==> src/rtl/mix_columns_seq.sv <==
// mix_columns_seq: AES MixColumns engine that mixes COLS_PER_CYCLE columns per clock behind valid/ready handshakes.
// Optional macro MIXCOL_INV_EN adds an inv port that selects the InvMixColumns matrix for each operation.
module mix_columns_seq #(
  parameter int COLS_PER_CYCLE = 1
) (
  input  logic         clk,
  input  logic         rst_n,
`ifdef MIXCOL_INV_EN
  input  logic         inv,
`endif
  input  logic         in_valid,
  output logic         in_ready,
  input  logic [127:0] in_state,
  output logic         out_valid,
  input  logic         out_ready,
  output logic [127:0] out_state,
  output logic         busy
);

  generate
    if (COLS_PER_CYCLE != 1 && COLS_PER_CYCLE != 2 && COLS_PER_CYCLE != 4) begin : g_bad_cols
      $error("mix_columns_seq: COLS_PER_CYCLE must be 1, 2 or 4");
    end
  endgenerate

  typedef enum logic [1:0] {
    IDLE = 2'd0,
    CALC = 2'd1,
    DONE = 2'd2
  } state_e;

  // A step of 4 truncates to 0, so the single CALC cycle starts and ends on column 0.
  localparam logic [1:0] CNT_STEP = 2'(COLS_PER_CYCLE);
  localparam logic [1:0] CNT_LAST = 2'(4 - COLS_PER_CYCLE);

  function automatic logic [7:0] xtime(input logic [7:0] a);
    return {a[6:0], 1'b0} ^ (a[7] ? 8'h1b : 8'h00);
  endfunction

  function automatic logic [31:0] mix_col(input logic [31:0] c, input logic inv_sel);
    logic [7:0] a  [4];
    logic [7:0] x1 [4];
    logic [7:0] x2 [4];
    logic [7:0] x3 [4];
    logic [7:0] m2 [4];
    logic [7:0] m3 [4];
    logic [7:0] m9 [4];
    logic [7:0] mb [4];
    logic [7:0] md [4];
    logic [7:0] me [4];
    logic [31:0] res;
    for (int i = 0; i < 4; i++) begin
      a[i]  = c[31-8*i -: 8];
      x1[i] = xtime(a[i]);
      x2[i] = xtime(x1[i]);
      x3[i] = xtime(x2[i]);
      m2[i] = x1[i];
      m3[i] = x1[i] ^ a[i];
      m9[i] = x3[i] ^ a[i];
      mb[i] = x3[i] ^ x1[i] ^ a[i];
      md[i] = x3[i] ^ x2[i] ^ a[i];
      me[i] = x3[i] ^ x2[i] ^ x1[i];
    end
    if (inv_sel) begin
      res = {me[0] ^ mb[1] ^ md[2] ^ m9[3],
             m9[0] ^ me[1] ^ mb[2] ^ md[3],
             md[0] ^ m9[1] ^ me[2] ^ mb[3],
             mb[0] ^ md[1] ^ m9[2] ^ me[3]};
    end else begin
      res = {m2[0] ^ m3[1] ^ a[2]  ^ a[3],
             a[0]  ^ m2[1] ^ m3[2] ^ a[3],
             a[0]  ^ a[1]  ^ m2[2] ^ m3[3],
             m3[0] ^ a[1]  ^ a[2]  ^ m2[3]};
    end
    return res;
  endfunction

  state_e       state_q, state_d;
  logic [1:0]   cnt_q, cnt_d;
  logic [127:0] work_q, work_d;
  logic [127:0] out_state_q, out_state_d;
  logic [127:0] mixed_s;
  logic         inv_sel_s;

`ifdef MIXCOL_INV_EN
  logic inv_q, inv_d;
  assign inv_sel_s = inv_q;
`else
  assign inv_sel_s = 1'b0;
`endif

  // State register: all flops, cleared asynchronously.
  always_ff @(posedge clk or negedge rst_n) begin
    if (!rst_n) begin
      state_q     <= IDLE;
      cnt_q       <= 2'd0;
      work_q      <= 128'd0;
      out_state_q <= 128'd0;
`ifdef MIXCOL_INV_EN
      inv_q       <= 1'b0;
`endif
    end else begin
      state_q     <= state_d;
      cnt_q       <= cnt_d;
      work_q      <= work_d;
      out_state_q <= out_state_d;
`ifdef MIXCOL_INV_EN
      inv_q       <= inv_d;
`endif
    end
  end

  // Next-state logic: capture, column-group mixing and result hand-off.
  always_comb begin
    state_d     = state_q;
    cnt_d       = cnt_q;
    work_d      = work_q;
    out_state_d = out_state_q;
`ifdef MIXCOL_INV_EN
    inv_d       = inv_q;
`endif
    mixed_s     = work_q;
    for (int k = 0; k < COLS_PER_CYCLE; k++) begin
      mixed_s[127-32*(int'(cnt_q)+k) -: 32] = mix_col(work_q[127-32*(int'(cnt_q)+k) -: 32], inv_sel_s);
    end
    case (state_q)
      IDLE: begin
        if (in_valid) begin
          work_d  = in_state;
          cnt_d   = 2'd0;
          state_d = CALC;
`ifdef MIXCOL_INV_EN
          inv_d   = inv;
`endif
        end else begin
          state_d = IDLE;
        end
      end
      CALC: begin
        work_d = mixed_s;
        if (cnt_q == CNT_LAST) begin
          cnt_d       = 2'd0;
          out_state_d = mixed_s;
          state_d     = DONE;
        end else begin
          cnt_d = cnt_q + CNT_STEP;
        end
      end
      DONE: begin
        if (out_ready) begin
          state_d = IDLE;
        end else begin
          state_d = DONE;
        end
      end
      default: begin
        state_d = IDLE;
        cnt_d   = 2'd0;
      end
    endcase
  end

  // Output decode from the registered state.
  always_comb begin
    in_ready  = 1'b0;
    out_valid = 1'b0;
    busy      = 1'b0;
    out_state = out_state_q;
    case (state_q)
      IDLE:    in_ready  = 1'b1;
      CALC:    busy      = 1'b1;
      DONE:    out_valid = 1'b1;
      default: in_ready  = 1'b0;
    endcase
  end

endmodule

==> config.mk <==
export PLATFORM = sky130hd
export DESIGN_NAME = mix_columns_seq
export DESIGN_NICKNAME = d
export VERILOG_FILES = /design/src/rtl/mix_columns_seq.sv
export SDC_FILE = /design/constraint.sdc
export NUM_CORES = 1
export LEC_CHECK = 0
export CORE_UTILIZATION = 48
export CTS_CLUSTER_SIZE = 10
export DETAILED_ROUTE_END_ITERATION = 10
export GPL_TIMING_DRIVEN = 1
export PLACE_DENSITY = 0.77
export SLEW_MARGIN = 40
export SYNTH_ARGS = -nofsm -noshare
export SYNTH_HDL_FRONTEND = slang
export SYNTH_SLANG_ARGS = --single-unit
==> constraint.sdc <==
create_clock -name clk -period 2.4 [get_ports clk]
set_input_delay 0.36 -clock clk [delete_from_list [all_inputs] [get_ports clk]]
set_output_delay 0.36 -clock clk [all_outputs]
set_load 0.02 [all_outputs]
==> results_dict.tcl <==
set metrics [dict create \
    hp-class "in -> reg" \
    yosys_warnings 0 \
    grt_pass1_wl_um 81090 \
    final_cell_area_mm2 0.02052 \
    period_share_pct 105.0 \
    viasPerCell 6.419 \
    die-width_um 174.7 \
    required_ns 2.84 \
    min_path_cells 2 \
    vias 13909 \
    crit_chain "buf_12 -> mux4_2 -> xor3_1 -> xnor3_2 -> o41ai_2" \
    r2r_end "work_q[12]" \
    hp-start "out_ready" \
    grt_busiest_layer "met2" \
    drtAntennaViolNets 0 \
    clock_sinks 260 \
    grt_usage_pct 35.16 \
    final_cell_mix "259 x clkdlybuf4s50_1, 257 x dfrtp_1, 170 x o21ai_2" \
    violations "negative setup slack" \
    regArea_mm2 0.006510 \
    drive_gt1_share_pct 26.88 \
    dpl.hpwl_um 37280 \
    htree_levels 1 \
    grt_pass1_vias 13673 \
    grt_use_met2_pct 55.13 \
    synth_top_cell_by_area "dfrtp_1" \
    synth_cell_type_count 37 \
    fmax_mhz 396.9 \
    wl_um 55440 \
    cts_max_path_buffers 3 \
    coreArea_mm2 0.02901 \
    nNetsFinal 1911 \
    use_met3_pct 6.136 \
    worst-setup-path-type "reg -> reg" \
    status "finished with violations" \
    clk_latency_ns 0.56 \
    cp-start-kind "flop" \
    gp_congestion 0.9548 \
    grt_start_max_net_pins 82 \
    multi_input_area_mm2 0.007953 \
    postSynthCellCount 1425 \
    slew_violations 0 \
    clockRootBuffer "clkbuf_16" \
    path_clk_slew_ns 0.06 \
    min_to "state_q[1]" \
    slowest_delay_ns 0.64 \
    syn_to_final_growth_pct 43.36 \
    grt_overflow_total 0 \
    post_drt_wl_per_cell_um 25.59 \
    setup_tns_ns -6.651 \
    row_count 62 \
    mostFrequentLayoutCell "clkdlybuf4s50_1" \
    reg2reg_depth 5 \
    fin_ws_ns -0.1195 \
    initial_utilization_pct 49.33 \
    fill_cells 2068 \
    r2r-start "cnt_q[0]" \
    dr.pass1.iters 8 \
    io_pins 263 \
    slowest_stage "mux4_2" \
    rsz0062_at_grt "yes" \
    netlist_area_mm2 0.01431 \
    clock-skew-final_ns 0.01502 \
    end_kind "flop" \
    period_minus_slack_ns 2.520 \
    use_met1_pct 47.54 \
    drc 0 \
    synth.top_cells.by_area "dfrtp_1 45%, o21ai_0 9.8%, a21oi_1 5.4%" \
    die_y_um 174.7 \
    antenna_found_initial 0 \
    r2r_setup_slack_ns -0.12 \
    synth.avg_cell_area_um2 10.04 \
    relSlewSlack_pct 50.63 \
    synth_seq_area_share_pct 45.46 \
    dieArea_mm2 0.03051 \
    yosysTopAreaCellShare_pct 45.46 \
    hold_viol_final 0 \
    setup_viol 177 \
    drt_first_iter_violations 1811 \
    cts_buffers 30 \
    synth_seq_cells 260 \
    crit_fanout 7 \
    cp.arrival_ns 2.96 \
    portBuffers 262 \
    tightest_slew_ns 0.7303 \
    drv_cap 0 \
    synth_nets 1561 \
    placed_cell_area_mm2 0.01824 \
    cts_tree "built" \
]
## area by class of cell
class	count	area share (%)
multi-input combinational	980	38.76
sequential	260	31.73
timing repair buffer	446	22.13
clock buffer	38	3.958
tap	384	2.342
inverter	57	1.043
clock inverter	1	0.02439
antenna	1	0.01220
## state kept, by name, summed over array words and instances (netlist names)
name / cells
cnt_q: 2
out_state: 128
state_q: 2
work_q: 128
## worst max-delay path by stage
stage | startpoint | to | cells past startpoint
finish | cnt_q[0] | work_q[12] | 5
global route | cnt_q[0] | work_q[12] | 5
CTS | cnt_q[0] | work_q[12] | 6
detailed placement | cnt_q[0] | out_state[76] | 6
global placement | cnt_q[0] | out_state[112] | 7
floorplan | cnt_q[0] | work_q[12] | 6
## synthesized netlist by cell type, drive strengths merged
cell and number:
mux2i 15, mux4 32, o31ai 2, inv 57
dfrtp 260, nand2 118, o41ai 12, nor3b 63
xnor2 21, ha 4, nor2 31, o21ai 279
nand2b 1, a21o 4, nor4b 53, and2 2
nand3b 1, o21bai 2, xnor3 33, xor3 10
a21oi 153, xor2 15, a22o 1, and3 4
nor3 48, buf 21, clkbuf 107, a22oi 75
nand3 1
## per-layer routing
layer / part of all wire [%] / vias up
met3: 10 / 182
met5: 0 / -
met2: 47 / 971
li1: - / 5892
met4: 4.9 / 0
met1: 37 / 6864
## worst max-delay path: cells and delay by family (launching register included)
kind,cells,cell delay [ns]
xor+xnor,2,0.89
mux,1,0.64
buf+inv,1,0.15
compound gates,1,0.31
flops,1,0.43
## kinds of logic (layout without fill, tap and decap cells)
group                      Yosys count  count (layout)  share of synthesized area [%]
DFF                                260             260                          45.46
AOI/OAI and AO/OA                  528             528                          20.78
and+or+nand+nor                    322             322                          12.53
muxes                               47              47                          6.085
other                                0               1                              0
adders and majority gates            4               4                         0.3497
buffers and inverters              185             542                          5.333
xor gates and xnor gates            79              79                          9.460
## metrics by stage
stage / setup slack, ns / hold slack (ns) / std cells / utilization [%]
3_5_place_dp: -0.2311 / 0.3885 / 2093 / 62.86
3_3_place_gp: -0.1508 / 0.3867 / 2093 / 62.86
4_1_cts: -0.1124 / 0.3720 / 2155 / 67.83
6_report: -0.1195 / 0.3745 / 2167 / 70.72
5_1_grt: -0.1668 / 0.3926 / 2166 / 70.71
2_1_floorplan: -0.004770 / 0.06441 / 1425 / -
## timing repair
action                     4_1_cts  5_1_grt
gates cloned                     0        1
setup buffers                   22       12
pin swaps                       77      122
hold endpoints to repair        67        0
setup endpoints to repair      249      252
resized for setup              261      248
hold buffers                     1        0
Power is left out: the tool's default activity adds up to more than one toggle a clock period on the data nets, which glitch-free logic cannot reach.
